**config.mk**
```make
export PLATFORM = sky130hd
export DESIGN_NAME = dmem_ctrl_flat
export DESIGN_NICKNAME = d
export VERILOG_FILES = /design/src/rtl/dmem_pkg.sv /design/src/rtl/dmem_ctrl_if.sv /design/src/rtl/dmem_lane_align.sv /design/src/rtl/dmem_ctrl.sv /design/src/flat_wrapper.sv
export SDC_FILE = /design/constraint.sdc
export NUM_CORES = 1
export LEC_CHECK = 0
export CAP_MARGIN = 20
export CORE_UTILIZATION = 50
export DETAILED_ROUTE_END_ITERATION = 7
export GPL_ROUTABILITY_DRIVEN = 0
export GPL_TIMING_DRIVEN = 0
export PLACE_DENSITY = 0.86
export SYNTH_ARGS = -nofsm -noshare
export SYNTH_HDL_FRONTEND = slang
export SYNTH_SLANG_ARGS = --single-unit
```
**constraint.sdc**
```tcl
create_clock -name clk -period 3.65 [get_ports clk]
set_input_delay 0.365 -clock clk [delete_from_list [all_inputs] [get_ports clk]]
set_output_delay 0.365 -clock clk [all_outputs]
set_load 0.005 [all_outputs]
```
**src/rtl/dmem_pkg.sv**
```systemverilog
// dmem_pkg: shared types, response latencies and alignment helper for dmem_ctrl
package dmem_pkg;
  typedef enum logic [1:0] {SZ_B, SZ_H, SZ_W, SZ_D} dmem_size_t;
  typedef enum logic [2:0] {IDLE, RD_ISSUE0, RD_CAP0, RD_ISSUE1, RD_CAP1, WR0, WR1, RESP} dmem_state_t;
  localparam int DMEM_LAT_MISALIGN = 1;
  localparam int DMEM_LAT_ST_W     = 2;
  localparam int DMEM_LAT_ST_D     = 3;
  localparam int DMEM_LAT_LD       = 3;
  localparam int DMEM_LAT_ST_SUB   = 4;
  localparam int DMEM_LAT_LD_D     = 5;
  function automatic logic [2:0] dmem_low_mask(dmem_size_t s);
    return 3'((4'd1 << s) - 4'd1);
  endfunction
endpackage

```
**src/rtl/dmem_ctrl_if.sv**
```systemverilog
// dmem_ctrl_if: CPU-side request/response bus of dmem_ctrl
interface dmem_ctrl_if;
  logic        req_valid;
  logic        req_ready;
  logic        req_write;
  logic [1:0]  req_size;
  logic        req_unsigned;
  logic [63:0] req_addr;
  logic [63:0] req_wdata;
  logic        rsp_valid;
  logic [63:0] rsp_rdata;
  logic        rsp_err;
  modport master (
    output req_valid, req_write, req_size, req_unsigned, req_addr, req_wdata,
    input  req_ready, rsp_valid, rsp_rdata, rsp_err
  );
  modport slave (
    input  req_valid, req_write, req_size, req_unsigned, req_addr, req_wdata,
    output req_ready, rsp_valid, rsp_rdata, rsp_err
  );
endinterface

```
**src/rtl/dmem_lane_align.sv**
```systemverilog
// dmem_lane_align: sub-word lane extract with sign/zero extension, and sub-word lane merge
module dmem_lane_align
  import dmem_pkg::*;
(
  input  dmem_size_t  size,
  input  logic [1:0]  lane,
  input  logic        zext,
  input  logic [31:0] rd_word,
  input  logic [31:0] old_word,
  input  logic [15:0] st_data,
  output logic [63:0] ld_data,
  output logic [31:0] st_word
);
  logic [4:0]  sh;
  logic [31:0] rs;
  logic [31:0] m;
  assign sh = {lane, 3'b000};
  assign rs = rd_word >> sh;
  assign m  = (size == SZ_B ? 32'h0000_00ff : 32'h0000_ffff) << sh;
  assign ld_data = size == SZ_B ? {{56{~zext & rs[7]}}, rs[7:0]}
                 : size == SZ_H ? {{48{~zext & rs[15]}}, rs[15:0]}
                 : {{32{~zext & rs[31]}}, rs};
  assign st_word = (old_word & ~m) | (({16'h0, st_data} << sh) & m);
endmodule

```
**src/rtl/dmem_ctrl.sv**
```systemverilog
// dmem_ctrl: load/store responder over a 32-bit word memory without byte enables.
// DMEM_ALIGN_CHECK_EN: report misaligned requests via rsp_err instead of forcing alignment.
module dmem_ctrl
  import dmem_pkg::*;
(
  input  logic        clk,
  input  logic        reset,
  dmem_ctrl_if.slave  bus,
  output logic [31:0] mem_addr,
  output logic        mem_we,
  output logic [31:0] mem_wdata,
  input  logic [31:0] mem_rdata
);
  dmem_state_t state, next;
  dmem_size_t  size_q, req_size;
  logic        write_q, zext_q, mis, accept, unused_hi;
  logic [31:0] addr_q, req_addr, cap_q, st_word;
  logic [63:0] wdata_q, rdata_q, ld_data;
  assign req_size  = dmem_size_t'(bus.req_size);
  assign accept    = state == IDLE && bus.req_valid;
  assign unused_hi = ^bus.req_addr[63:32];
`ifdef DMEM_ALIGN_CHECK_EN
  logic err_q;
  assign mis      = |(bus.req_addr[2:0] & dmem_low_mask(req_size));
  assign req_addr = bus.req_addr[31:0];
  always_ff @(posedge clk) err_q <= reset ? 1'b0 : accept ? mis : err_q;
  assign bus.rsp_err = state == RESP && err_q;
`else
  assign mis      = 1'b0;
  assign req_addr = {bus.req_addr[31:3], bus.req_addr[2:0] & ~dmem_low_mask(req_size)};
  assign bus.rsp_err = 1'b0;
`endif
  always_ff @(posedge clk) state <= reset ? IDLE : next;
  always_comb begin
    next = state;
    case (state)
      IDLE:      next = !bus.req_valid ? IDLE : mis ? RESP : bus.req_write && bus.req_size[1] ? WR0 : RD_ISSUE0;
      RD_ISSUE0: next = RD_CAP0;
      RD_CAP0:   next = write_q ? WR0 : size_q == SZ_D ? RD_ISSUE1 : RESP;
      RD_ISSUE1: next = RD_CAP1;
      RD_CAP1:   next = RESP;
      WR0:       next = size_q == SZ_D ? WR1 : RESP;
      WR1:       next = RESP;
      RESP:      next = IDLE;
    endcase
  end
  // cap_q holds the low word of a double load or the old word of a sub-word store
  always_ff @(posedge clk)
    if (reset) begin
      write_q <= 1'b0;
      zext_q  <= 1'b0;
      size_q  <= SZ_B;
      addr_q  <= '0;
      wdata_q <= '0;
      cap_q   <= '0;
      rdata_q <= '0;
    end else begin
      if (accept) begin
        write_q <= bus.req_write;
        zext_q  <= bus.req_unsigned;
        size_q  <= req_size;
        addr_q  <= req_addr;
        wdata_q <= bus.req_wdata;
      end
      if (state == RD_CAP0) cap_q <= mem_rdata;
      if (state == RD_CAP0 && !write_q && size_q != SZ_D) rdata_q <= ld_data;
      if (state == RD_CAP1) rdata_q <= {mem_rdata, cap_q};
    end
  always_comb begin
    bus.req_ready = state == IDLE;
    bus.rsp_valid = state == RESP;
    bus.rsp_rdata = rdata_q;
    mem_we    = state == WR0 || state == WR1;
    mem_addr  = {addr_q[31:3], state == RD_ISSUE1 || state == RD_CAP1 || state == WR1 || addr_q[2], 2'b00};
    mem_wdata = state == WR1 ? wdata_q[63:32] : size_q[1] ? wdata_q[31:0] : st_word;
  end
  dmem_lane_align u_align (
    .size     (size_q),
    .lane     (addr_q[1:0]),
    .zext     (zext_q),
    .rd_word  (mem_rdata),
    .old_word (cap_q),
    .st_data  (wdata_q[15:0]),
    .ld_data  (ld_data),
    .st_word  (st_word)
  );
endmodule

```
**src/flat_wrapper.sv**
```systemverilog
// flat-port wrapper written by rule: the top's interface ports become plain ports
module dmem_ctrl_flat import dmem_pkg::*;
  (clk, reset, mem_addr, mem_we, mem_wdata, mem_rdata, bus_req_valid, bus_req_write, bus_req_size, bus_req_unsigned, bus_req_addr, bus_req_wdata, bus_req_ready, bus_rsp_valid, bus_rsp_rdata, bus_rsp_err);
  dmem_ctrl_if bus_i ();
  input  logic clk;
  input  logic reset;
  output logic [31:0] mem_addr;
  output logic mem_we;
  output logic [31:0] mem_wdata;
  input  logic [31:0] mem_rdata;
  input wire logic [$bits(bus_i.req_valid)-1:0] bus_req_valid;
  input wire logic [$bits(bus_i.req_write)-1:0] bus_req_write;
  input wire logic [$bits(bus_i.req_size)-1:0] bus_req_size;
  input wire logic [$bits(bus_i.req_unsigned)-1:0] bus_req_unsigned;
  input wire logic [$bits(bus_i.req_addr)-1:0] bus_req_addr;
  input wire logic [$bits(bus_i.req_wdata)-1:0] bus_req_wdata;
  output wire logic [$bits(bus_i.req_ready)-1:0] bus_req_ready;
  output wire logic [$bits(bus_i.rsp_valid)-1:0] bus_rsp_valid;
  output wire logic [$bits(bus_i.rsp_rdata)-1:0] bus_rsp_rdata;
  output wire logic [$bits(bus_i.rsp_err)-1:0] bus_rsp_err;
  assign bus_i.req_valid = bus_req_valid;
  assign bus_i.req_write = bus_req_write;
  assign bus_i.req_size = bus_req_size;
  assign bus_i.req_unsigned = bus_req_unsigned;
  assign bus_i.req_addr = bus_req_addr;
  assign bus_i.req_wdata = bus_req_wdata;
  assign bus_req_ready = bus_i.req_ready;
  assign bus_rsp_valid = bus_i.rsp_valid;
  assign bus_rsp_rdata = bus_i.rsp_rdata;
  assign bus_rsp_err = bus_i.rsp_err;
  dmem_ctrl u_core (.clk(clk), .reset(reset), .bus(bus_i), .mem_addr(mem_addr), .mem_we(mem_we), .mem_wdata(mem_wdata), .mem_rdata(mem_rdata));
endmodule
```
==> results of run 1 <==
[tightest hold or removal path: stages]
cell	delay, ns
clkdlybuf4s50_1	0.39
nand2_1	0.06
a21oi_1	0.05
[worst max path at each step]
stage / cells after the start / endpoint / slack, ns / startpoint
floorplan: 7 / mem_wdata[0] / 1.38 / u_core.addr_q[0]$_SDFFE_PP0P_
global placement: 8 / mem_wdata[5] / 0.31 / u_core.addr_q[0]$_SDFFE_PP0P_
finish: 7 / mem_wdata[5] / 0.13 / u_core.state[0]$_SDFF_PP0_
detailed placement: 8 / mem_wdata[4] / 0.30 / u_core.addr_q[0]$_SDFFE_PP0P_
CTS: 8 / mem_wdata[22] / 0.006 / u_core.addr_q[1]$_SDFFE_PP0P_
global route: 7 / mem_wdata[12] / 0.0008 / u_core.state[0]$_SDFF_PP0_
[logic make-up after synthesis]
kind of cell,after synthesis,synth area share [%]
simple gates,488,21.8
compound gates,314,22.3
flops,199,44.2
buf+inv,133,7.24
mux,37,4.27
xor+xnor,1,0.0971
other cells,1,0.0416
[Yosys cell counts, types with 5 or more instances]
library cell	n
a31oi_1	9
a311oi_1	8
a211o_1	8
nand2_1	320
nor2_1	114
nor2b_1	19
dfxtp_1	199
a211oi_1	20
o21ai_0	9
a21oi_1	180
a221oi_1	5
buf_4	32
a221o_1	32
mux2i_1	25
nor3_1	7
o21a_1	8
a2111oi_0	15
mux2_2	12
nor4_1	8
o211ai_1	8
clkbuf_1	89
[power groups by stage]
stage | Combinational (uW) | Sequential (uW) | Clock, uW
6_report | 2040 | 2690 | 1960
5_1_grt | 2210 | 2710 | 2040
4_1_cts | 2010 | 2680 | 1960
3_5_place_dp | 1990 | 2720 | 0
3_3_place_gp | 1960 | 2710 | 0
2_1_floorplan | 985 | 2680 | 0
[flip-flops by register name, summed over array words and instances (netlist names)]
| register | count |
|---|---|
| u_core.bus.rsp_rdata | 64 |
| u_core.wdata_q | 64 |
| u_core.addr_q | 32 |
| u_core.cap_q | 32 |
| u_core.state | 3 |
| u_core.size_q | 2 |
| u_core.write_q | 1 |
| u_core.zext_q | 1 |
[through the flow]
step,util (%),instance area [um2],hold slack (ns),setup slack (ns)
after floorplan,-,9030,0.427,1.38
after global placement,68.3,11900,0.438,0.308
after detailed placement,68.3,11900,0.446,0.296
after CTS,71.7,12500,0.448,0.00643
after global routing,71.8,12500,0.457,0.000752
final,71.8,12500,0.452,0.131
[final cells by class]
cell class,count,area [um2]
plain buffers,130,647
fillers,1376,4930
clock buffers,21,460
well taps,225,282
multi-input cells,843,4390
repair buffers,262,2620
inverters,2,7.51
flip-flops and latches,199,3990
clock inverters,10,145
[timing repair]
| item | CTS | global route |
|---|---|---|
| gates resized for setup | 1 | 8 |
| setup buffers | 0 | 0 |
| endpoints found under the setup margin | 8 | 18 |
[per-layer routing]
| metal | vias up | wire length [um] | share of wire (%) | GRT usage [%] |
|---|---|---|---|---|
| li1 | 4554 | - | - | - |
| met4 | 0 | 1220 | 3.9 | 13.3 |
| met3 | 111 | 3760 | 12 | 8.28 |
| met2 | 671 | 14100 | 45 | 54.3 |
| met1 | 4513 | 12300 | 39 | 43.1 |
| met5 | - | 0 | 0 | 0 |
==> impl_metrics.json, run 1 <==
{
  "grt_start_max_net_pins": 17,
  "setup_violations": 0,
  "htree_levels": 4,
  "die_h_um": 136,
  "cp.required_ns": 3.28,
  "cts_max_path_buffers": 2,
  "rows": 48,
  "avgSynthCellArea_um2": 7.69,
  "hold_violations": 0,
  "numCtsBuffers": 17,
  "cts_tree": "done",
  "cts.sinks": 199,
  "tightest_slew_ns": 0.717,
  "relSlewSlack_pct": 52.2,
  "diodes": 0,
  "cts.reportedPaths.clkPinSlew_ns": 0.07,
  "drt_wl_total_mm": 31.4,
  "drtIter0Drc": 1281,
  "finalPower_uw": 6690,
  "antenna_found_initial": 0,
  "layout_commonest_cell": "nand2_1",
  "fin_tns_setup_ns": 0,
  "root_buffer": "clkbuf_16",
  "setup.worst_path.start_class": "flop",
  "r2r-start": "u_core.state[2]$_SDFF_PP0_",
  "synth_flop_cell": "dfxtp_1",
  "crit_family": "buffers and inverters",
  "synth_top_area_cell": "dfxtp_1",
  "cp_cell_sequence": "clkbuf_1 -> nand3b_1 -> clkbuf_1 -> clkbuf_1 -> nor2_1 -> a21oi_1 -> clkdlybuf4s50_1",
  "synthArstFlopShare_pct": 0,
  "p_comb_share_pct": 30.5,
  "hold_class": "input port to flop",
  "fin_cells": 1692,
  "dp_hpwl_mm": 23.5,
  "worstHoldStart": "bus_req_addr[15]",
  "worst_setup_path_end_kind": "output pin",
  "rrSetupSlack_ns": 1.23,
  "avgViaCountPerCell": 5.82,
  "drv_slew": 0,
  "dieArea_um2": 18600,
  "nets": 1622,
  "grt_pass1_vias": 8854,
  "synth_area_leaders": "dfxtp_1 44%, nand2_1 13%, a21oi_1 10%",
  "synth_area_um2": 9020,
  "area_growth_pct": 39.1,
  "min_to": "u_core.addr_q[15]$_SDFFE_PP0P_",
  "via_count": 9849,
  "grtUsageTotal_pct": 33.7,
  "outcome": "complete, no violations",
  "clockPowerShare_pct": 29.3,
  "drt_first_pass_iters": 6,
  "slowest_stage": "clkdlybuf4s50_1",
  "hold_path_depth": 3,
  "final_cell_mix": "320 x nand2_1, 262 x clkdlybuf4s50_1, 198 x dfxtp_1, 180 x a21oi_1, 114 x nor2_1",
  "hold_buffers": 0,
  "r2r_cells": 6,
  "synth_top_area_share_pct": 44.2,
  "reg2reg_to": "u_core.bus.rsp_rdata[39]$_SDFFE_PP0P_",
  "maxCapViolCount": 0,
  "fin_skew_ns": 0.0142,
  "swShare_pct": 31.0,
  "power.net_switching_uw": 2070,
  "synth_edf_count": 0,
  "path_class": "flop to output pin",
  "initial_core_util_pct": 51.6,
  "numPortBuffers": 262,
  "synth_seq_area_share_pct": 44.2,
  "crit_path_max_fanout": 10,
  "cp_slowest_stage_delay_ns": 0.57,
  "rsz0062_at_grt": "no",
  "p_int_uw": 4620,
  "fin_crit_sh_pct": 96.4,
  "antenna_left": 0,
  "crit_top_cell": "clkbuf_1",
  "grt_first_pass_wirelength_mm": 47.6,
  "cp_data_arrival_time_ns": 3.15,
  "drc": 0,
  "clkLatencyLatePin_ns": 0.45,
  "min_period_ns": 3.52,
  "synth_warnings": 0,
  "netlist_instances": 1173,
  "top_level_ports": 299,
  "power.density_nw_per_um2": 533,
  "leakage_uw": 0.00459,
  "ys_seq_elements": 199,
  "post_drt_wl_per_cell_um": 18.5,
  "vdd_drop_max_mv": 0.394,
  "dp_cells": 1662,
  "grt_overflow_total": 0,
  "final_layout_size_suffix_gt1_share_pct": 6.54,
  "fmax_mhz": 284,
  "synth_cell_types": 44,
  "crit_buf_inv": 4,
  "core_um2": 17500,
  "pwr-share-seq_pct": 40.2,
  "die_x_um": 136
}
Power figures use the tool's default switching activity.
==> run 2, diff against run 1 <==
- PLACE_DENSITY: 0.86 -> 0.9
==> run 2 against run 1 <==
  * The flow now finishes with violations (design-rule violations)
  * Critical path depth up 1
  * Clock power hardly changed
  * Register-to-register slack about the same
  * Total power grew 0.68%
  * Worst setup slack lost 0.086 ns
  * Clock skew fell by 0.0021 ns
  * Utilization is 0.11 points higher
  * Combinational power about the same
  * Flip-flop and latch count did not move
  * Cell count unchanged
  * Critical path type unchanged
  * Largest power group unchanged
  * Highest routed layer unchanged
==> impl_metrics.json, run 2 (synthesis results as in run 1) <==
{
  "htree_levels": 4,
  "root_buffer": "clkbuf_16",
  "hold_ws_ns": 0.447,
  "worst_setup_path_end_kind": "output pin",
  "die_h_um": 136,
  "grt_first_pass_wirelength_mm": 49.7,
  "core_um2": 17500,
  "outcome": "complete, but fails checks",
  "cp_slowest_stage_delay_ns": 0.54,
  "avgViaCountPerCell": 5.93,
  "slowest_stage": "clkdlybuf4s50_1",
  "grt_pass1_vias": 9353,
  "cts_tree": "done",
  "path_class": "flop to output pin",
  "drtIter0Drc": 1384,
  "leakage_uw": 0.00458,
  "hold_buffers": 0,
  "dp_hpwl_mm": 24.5,
  "rrSetupSlack_ns": 1.22,
  "grt_start_max_net_pins": 17,
  "via_count": 10000,
  "hold_violations": 0,
  "cts_max_path_buffers": 2,
  "hold_class": "input port to flop",
  "post-cts-setup-buffers": 0,
  "rows": 48,
  "drt_first_pass_iters": 8,
  "cts.reportedPaths.clkPinSlew_ns": 0.07,
  "dieArea_um2": 18600,
  "maxCapViolCount": 0,
  "die_x_um": 136,
  "min_period_ns": 3.61,
  "setup.worst_path.start_class": "flop",
  "antenna_left": 0,
  "clkLatencyLatePin_ns": 0.45,
  "power.density_nw_per_um2": 536,
  "crit_top_cell": "a21oi_1",
  "cp.required_ns": 3.28,
  "crit_buf_inv": 3,
  "crit_path_max_fanout": 10,
  "drv_slew": 0,
  "vdd_drop_max_mv": 0.403,
  "crit_family": "compound AO/OA/AOI/OAI gates",
  "nFillCells": 1316,
  "relSlewSlack_pct": 51.3,
  "numCtsBuffers": 17,
  "violations": "design-rule violations",
  "postLayoutCoreUtil_pct": 71.9,
  "final_layout_size_suffix_gt1_share_pct": 6.82,
  "finalPower_uw": 6740,
  "fmax_mhz": 277,
  "fin_skew_ns": 0.0121,
  "setup_violations": 0,
  "drc": 8,
  "tightest_slew_ns": 0.729,
  "layout_commonest_cell": "nand2_1",
  "cp_data_arrival_time_ns": 3.24,
  "fin_crit_sh_pct": 98.8,
  "nets": 1622,
  "post_drt_wl_per_cell_um": 19.4,
  "cp_cell_sequence": "clkbuf_2 -> buf_2 -> o21bai_1 -> nand2_1 -> a311oi_1 -> a21oi_1 -> a21oi_1 -> clkdlybuf4s50_1",
  "place_area_um2": 11900,
  "area_growth_pct": 39.3,
  "antenna_found_initial": 0,
  "cts.sinks": 199,
  "final_area_um2": 12600,
  "top_level_ports": 299,
  "grt_overflow_total": 0,
  "diodes": 0,
  "final_cell_mix": "320 x nand2_1, 262 x clkdlybuf4s50_1, 198 x dfxtp_1, 180 x a21oi_1, 114 x nor2_1",
  "grtUsageTotal_pct": 35.2,
  "numPortBuffers": 262,
  "drt_wl_total_mm": 32.8,
  "initial_core_util_pct": 51.6
}
run 2: worst paths after layout:
kind                                                         endpoint  depth (start not counted)                     startpoint
worst max register to register  u_core.bus.rsp_rdata[20]$_SDFFE_PP0P_                          6  u_core.addr_q[1]$_SDFFE_PP0P_
worst min register to register          u_core.addr_q[7]$_SDFFE_PP0P_                          2  u_core.addr_q[7]$_SDFFE_PP0P_
worst min-delay path            u_core.bus.rsp_rdata[30]$_SDFFE_PP0P_                          2                          reset
worst max-delay path                                    mem_wdata[18]                          8  u_core.addr_q[1]$_SDFFE_PP0P_
run 2: per-layer routing:
layer | part of all wire (%) | GRT usage, % | vias to the layer above
met5 | 0 | 0 | -
met4 | 5.1 | 19.4 | 0
met3 | 13 | 9.55 | 127
met2 | 45 | 56.0 | 729
met1 | 37 | 42.9 | 4625
li1 | - | - | 4549
run 2: cell type report:
cell class	count	area, um2	share of cell area (%)
Multi-Input combinational cell	843	4410	35.1
Inverter	2	7.51	0.0598
Timing Repair Buffer	262	2620	20.9
Clock inverter	11	149	1.19
Tap cell	225	282	2.24
Sequential cell	199	3990	31.7
Clock buffer	20	457	3.64
Buffer	130	647	5.15
run 2: through the flow:
stage / TNS (ns) / std cells / setup slack, ns
after floorplan: 0 / 1175 / 1.38
after global placement: 0 / 1662 / 0.329
after detailed placement: 0 / 1662 / 0.279
after CTS: 0 / 1692 / 0.0391
after global routing: -0.269 / 1692 / -0.0859
final: 0 / 1692 / 0.0449
run 2: power by group:
group,switching (uW),internal (uW)
Sequential,220,2470
Clock,858,1110
Combinational,1040,1030
Total,2120,4610
run 2: timing repair:
item,in CTS,in global routing
gates resized for setup,3,8
hold endpoints to repair,0,0
endpoints found under the setup margin,10,12
==> RTL change 1: new RTL, config.mk and constraints of run 2 <==
Encoding of `dmem_state_t`: now one-hot (8 bits for 8 states).
--- a/src/rtl/dmem_pkg.sv
+++ b/src/rtl/dmem_pkg.sv
@@ -1,7 +1,7 @@
 // dmem_pkg: shared types, response latencies and alignment helper for dmem_ctrl
 package dmem_pkg;
   typedef enum logic [1:0] {SZ_B, SZ_H, SZ_W, SZ_D} dmem_size_t;
-  typedef enum logic [2:0] {IDLE, RD_ISSUE0, RD_CAP0, RD_ISSUE1, RD_CAP1, WR0, WR1, RESP} dmem_state_t;
+  typedef enum logic [7:0] {IDLE = 8'b00000001, RD_ISSUE0 = 8'b00000010, RD_CAP0 = 8'b00000100, RD_ISSUE1 = 8'b00001000, RD_CAP1 = 8'b00010000, WR0 = 8'b00100000, WR1 = 8'b01000000, RESP = 8'b10000000} dmem_state_t;
   localparam int DMEM_LAT_MISALIGN = 1;
   localparam int DMEM_LAT_ST_W     = 2;
   localparam int DMEM_LAT_ST_D     = 3;
Behaviour: no difference found for any inputs over 4 cycles, from zero or initial values and one cycle with reset high; so few cycles prove little.
==> RTL change 1 against run 2 <==
Global-route usage decreased by 0.47 points. Count of clock-buffer cells in the layout increased by 11. Total power increased by 3.7%. Design area increased by 5.2%. Utilization decreased by 1.2 points. Critical path depth decreased by 1. Synthesized area increased by 6.0%. Wire length increased by 5.3%. Sequential cell count increased by 5. Setup slack improved by 0.10 ns. Critical path type unchanged. Highest routed layer unchanged.
==> RTL change 1: results (changes against run 2) <==
Outcome
  – Outcome: finished, final reports clean

Route
  – WL/cell: 19.44 µm (+0.26%)
  – Drt first-iter violations: 1209 (-13%)
  – TritonRoute pass-1 iters: 6 (-2)
  – DR vias: 10.53k (+5.0%)

Placement
  – Detailed Place HPWL: 25910 µm (+5.7%)
  – Pre-CTS setup slack: 0.4869 ns (+0.2077 ns)

Finish
  – Non-clk bufs: 399 (+1.8%)
  – Inverter count: 1 (-1)
  – Fillers: 1402 (+6.5%)
  – Clock-cell share of area: 5.322% (+0.50 points)
  – Sequential share of cell area: 30.91% (-0.81 points)
  – Number of clock buffers in the layout: 31 (+55%)
  – Comb_multi_in: 902 (+7.0%)
  – Final #Nets: 1697 (+4.6%)

Clocking
  – Clock Latency Late Sink: 0.51 ns (+0.06 ns)
  – H-Tree Depth: 1 (-3)
  – TritonCTS Buffers: 22 (+5)
  – CTS Buffer Depth: 3 (+1)
  – Post_cts resized: 1 (-2)
  – Post-CTS setup buffers: 0 (unchanged)

Power and ir drop
  – Max VDD drop: 0.4367 mV (+8.4%)
  – Pwr Total: 6.987 mW (+3.7%)
  – Net Sw Power: 2.265 mW (+6.7%)
  – Clk pwr share: 31.3% (+2.0 points)

Synth
  – Seq/Total Area, Yosys: 42.70% (-1.5 points)
  – Count of different cell masters after synthesis: 57 (+30%)
  – Post-synthesis register bit count: 204 (+2.5%)
  – Synth top area cells: dfxtp_1 43%, nand2_1 12%, a21oi_1 8.6%
  – Most frequent cells after synthesis: 297 x nand2_1, 204 x dfxtp_1, 164 x a21oi_1
  – Top FF cell, synth: dfxtp_1

Worst setup path
  – Arrival @ worst endpoint: 3.14 ns (-0.10 ns)
  – Largest stage delay, worst path: 0.58 ns (+0.04 ns)

Global routing
  – GRT Total Usage: 34.69% (-0.47 points)
  – Pin count of the biggest net entering global routing: 14 (-3)
  – Number of global-route vias before repair: 10.09k (+7.9%)
  – Global-route wire length before repair: 53430 µm (+7.5%)

STA
  – Clock Skew: 0.01069 ns (-0.001404 ns)
RTL change 1: changes by cell type after synthesis, sizes merged, moves of 11 or more:
cell | before | now
a2111oi | 15 | 0
a21oi | 180 | 164
a221o | 32 | 0
a22oi | 0 | 40
buf | 42 | 81
clkbuf | 89 | 57
mux2i | 25 | 40
nand2 | 320 | 297
nor2 | 114 | 146
nor4 | 8 | 19
o21ai | 9 | 59
RTL change 1: per-layer routing:
metal  up-vias  GRT usage [%]  share of wire (%)
li1       4802              -                  -
met1      4801          41.95                 37
met2       780          57.08                 45
met3       150          8.855                 12
met4         0          17.81                5.7
met5         -              0                  0
RTL change 1: worst paths after layout:
| path | startpoint | end | slack, ns | cells after the start |
|---|---|---|---|---|
| setup / recovery | u_core.size_q[0]$_SDFFE_PP0P_ | mem_wdata[11] | 0.15 | 7 |
| hold / removal | bus_req_addr[10] | u_core.addr_q[10]$_SDFFE_PP0P_ | 0.40 | 3 |
| setup reg to reg | u_core.size_q[1]$_SDFFE_PP0P_ | u_core.bus.rsp_rdata[43]$_SDFFE_PP0P_ | 1.27 | 7 |
| hold reg to reg | u_core.addr_q[2]$_SDFFE_PP0P_ | u_core.addr_q[2]$_SDFFE_PP0P_ | 0.45 | 2 |
RTL change 1: cells by family after synthesis:
logic type,share of synthesized area (%)
AO/OA/AOI/OAI,21.06
XOR/XNOR,0.3664
buffers and inverters,7.561
flip-flops,42.70
multiplexers,6.306
other,0.03921
AND/OR/NAND/NOR,21.96
RTL change 1: stage by stage:
step / instances / area [µm²]
3_5_place_dp: 1741 / 12490
5_1_grt: 1777 / 13210
6_report: 1777 / 13210
3_3_place_gp: 1741 / 12490
2_1_floorplan: 1245 / 9572
4_1_cts: 1778 / 13190
==> RTL change 2: new RTL, settings of run 2 <==
Made on the original files. The option `DMEM_ALIGN_CHECK_EN` is turned on by a define.
--- a/src/rtl/dmem_ctrl.sv
+++ b/src/rtl/dmem_ctrl.sv
@@ -1,5 +1,7 @@
 // dmem_ctrl: load/store responder over a 32-bit word memory without byte enables.
 // DMEM_ALIGN_CHECK_EN: report misaligned requests via rsp_err instead of forcing alignment.
+`define DMEM_ALIGN_CHECK_EN
+
 module dmem_ctrl
   import dmem_pkg::*;
 (
Check against the original RTL: not equivalent (Yosys sat finds a counterexample within 4 cycles, from zero or initial values and one cycle with reset high).
==> RTL change 2 against run 2 <==
The run still ends with design-rule violations left. Total power down 3.1%. Design area up 2.2%. Die area up 3.5%. Synthesized area up 3.5%. Wire length up 1.7%. Setup slack better by 0.22 ns. Critical endpoint is now mem_wdata[8]. Sequential cell count up 1. Count of clock-buffer cells in the layout down 2.
==> RTL change 2: results (changes against run 2) <==
Outcome
  – Outcome: finished with violations
  – Failing checks: design-rule violations

Placement
  – Detailed Place HPWL: 25020 µm (+2.0%)
  – DP Area: 0.01226 mm² (+2.7%)

Worst setup path
  – Arrival @ worst endpoint: 3.02 ns (-0.22 ns)
  – CP Capture Point: mem_wdata[8]
  – CP Launch Point: u_core.state[1]$_SDFF_PP0_
  – Worst reg2reg path endpoint: u_core.bus.rsp_rdata[6]$_SDFFE_PP0P_
  – CP delay by family, top: buffers and inverters
  – Largest stage delay, worst path: 0.62 ns (+0.08 ns)
  – Worst r2r src: u_core.addr_q[0]$_SDFFE_PP0P_
  – R2r setup slk: 1.56 ns (+0.34 ns)

Synth
  – Most frequent cells after synthesis: 321 x nand2_1, 200 x dfxtp_1, 185 x a21oi_1
  – Count of different cell masters after synthesis: 50 (+14%)

Global routing
  – Met1 usage: 40.92% (-2.0 points)
  – Number of global-route vias before repair: 9926 (+6.1%)
  – M2 GR Usage: 55.70% (-0.25 points)
  – Global-route wire length before repair: 51780 µm (+4.1%)
  – Pin count of the biggest net entering global routing: 19 (+2)
  – GRT Total Usage: 34.41% (-0.75 points)
  – Met3 usage: 9.116% (-0.43 points)
  – Initial antenna violation count: 1 (+1)

Route
  – DR vias: 10.15k (+1.2%)
  – Drt first-iter violations: 1116 (-19%)
  – DRC viols: 22 (+14)

Hold path
  – Min-delay worst type: register to register
  – Worst hold start: u_core.addr_q[18]$_SDFFE_PP0P_

Finish
  – Final #Nets: 1637 (+0.92%)
  – Share of cells above drive strength 1: 9.244% (+2.4 points)

Floorplanning
  – Row Count: 49 (+2.1%)

Clocking
  – Post_cts resized: 0 (-3)
==> RTL change 2: changes by cell type in the layout (fill, tap and decap cells not counted), sizes merged, moves of 15 or more <==
cell     change
clkbuf      -41
buf         +38
nor2        -35
a22oi       +33
a221o       -32
mux2i       +26
o21ai       +23
and3        +17
a2111oi     -15
==> RTL change 2: area by class of cell <==
class / count / area (µm²)
sequential: 200 / 4004
buffer: 129 / 710.7
tap: 229 / 286.5
clock inverter: 13 / 138.9
inverter: 4 / 15.01
timing repair buffer: 263 / 2633
antenna: 1 / 2.502
multi-input combinational: 855 / 4609
clock buffer: 18 / 439.2
fill: 1404 / 5309
==> RTL change 2: metrics by stage <==
step | utilization, % | cells | setup slack, ns | hold WS [ns]
2_1_floorplan | - | 1188 | 1.802 | 0.4317
3_3_place_gp | 67.55 | 1680 | 0.9504 | 0.4410
3_5_place_dp | 67.55 | 1680 | 0.9012 | 0.4471
4_1_cts | 70.73 | 1711 | 0.3997 | 0.4572
5_1_grt | 70.73 | 1711 | 0.1263 | 0.4733
6_report | 70.75 | 1712 | 0.2623 | 0.4575
==> RTL change 2: report_power, final <==
part           switching, mW  internal [mW]
clock                  0.902          0.978
sequential             0.213           2.47
combinational          0.986          0.981
==> RTL change 2: tightest hold or removal path: stages, from the launching register on <==
cell     delay, ns
dfxtp_1       0.31
nand2_1       0.05
a21oi_1       0.05
==> RTL change 2: logic make-up (layout without fill, tap and decap cells) <==
| group | Yosys count | in the layout | synth area share (%) |
|---|---|---|---|
| flip-flops | 200 | 200 | 42.89 |
| AND/OR/NAND/NOR | 469 | 469 | 20.96 |
| buffers and inverters | 133 | 427 | 7.774 |
| other | 1 | 3 | 0.04017 |
| XOR/XNOR | 1 | 1 | 0.09384 |
| AO/OA/AOI/OAI | 318 | 318 | 20.96 |
| multiplexers | 65 | 65 | 7.278 |
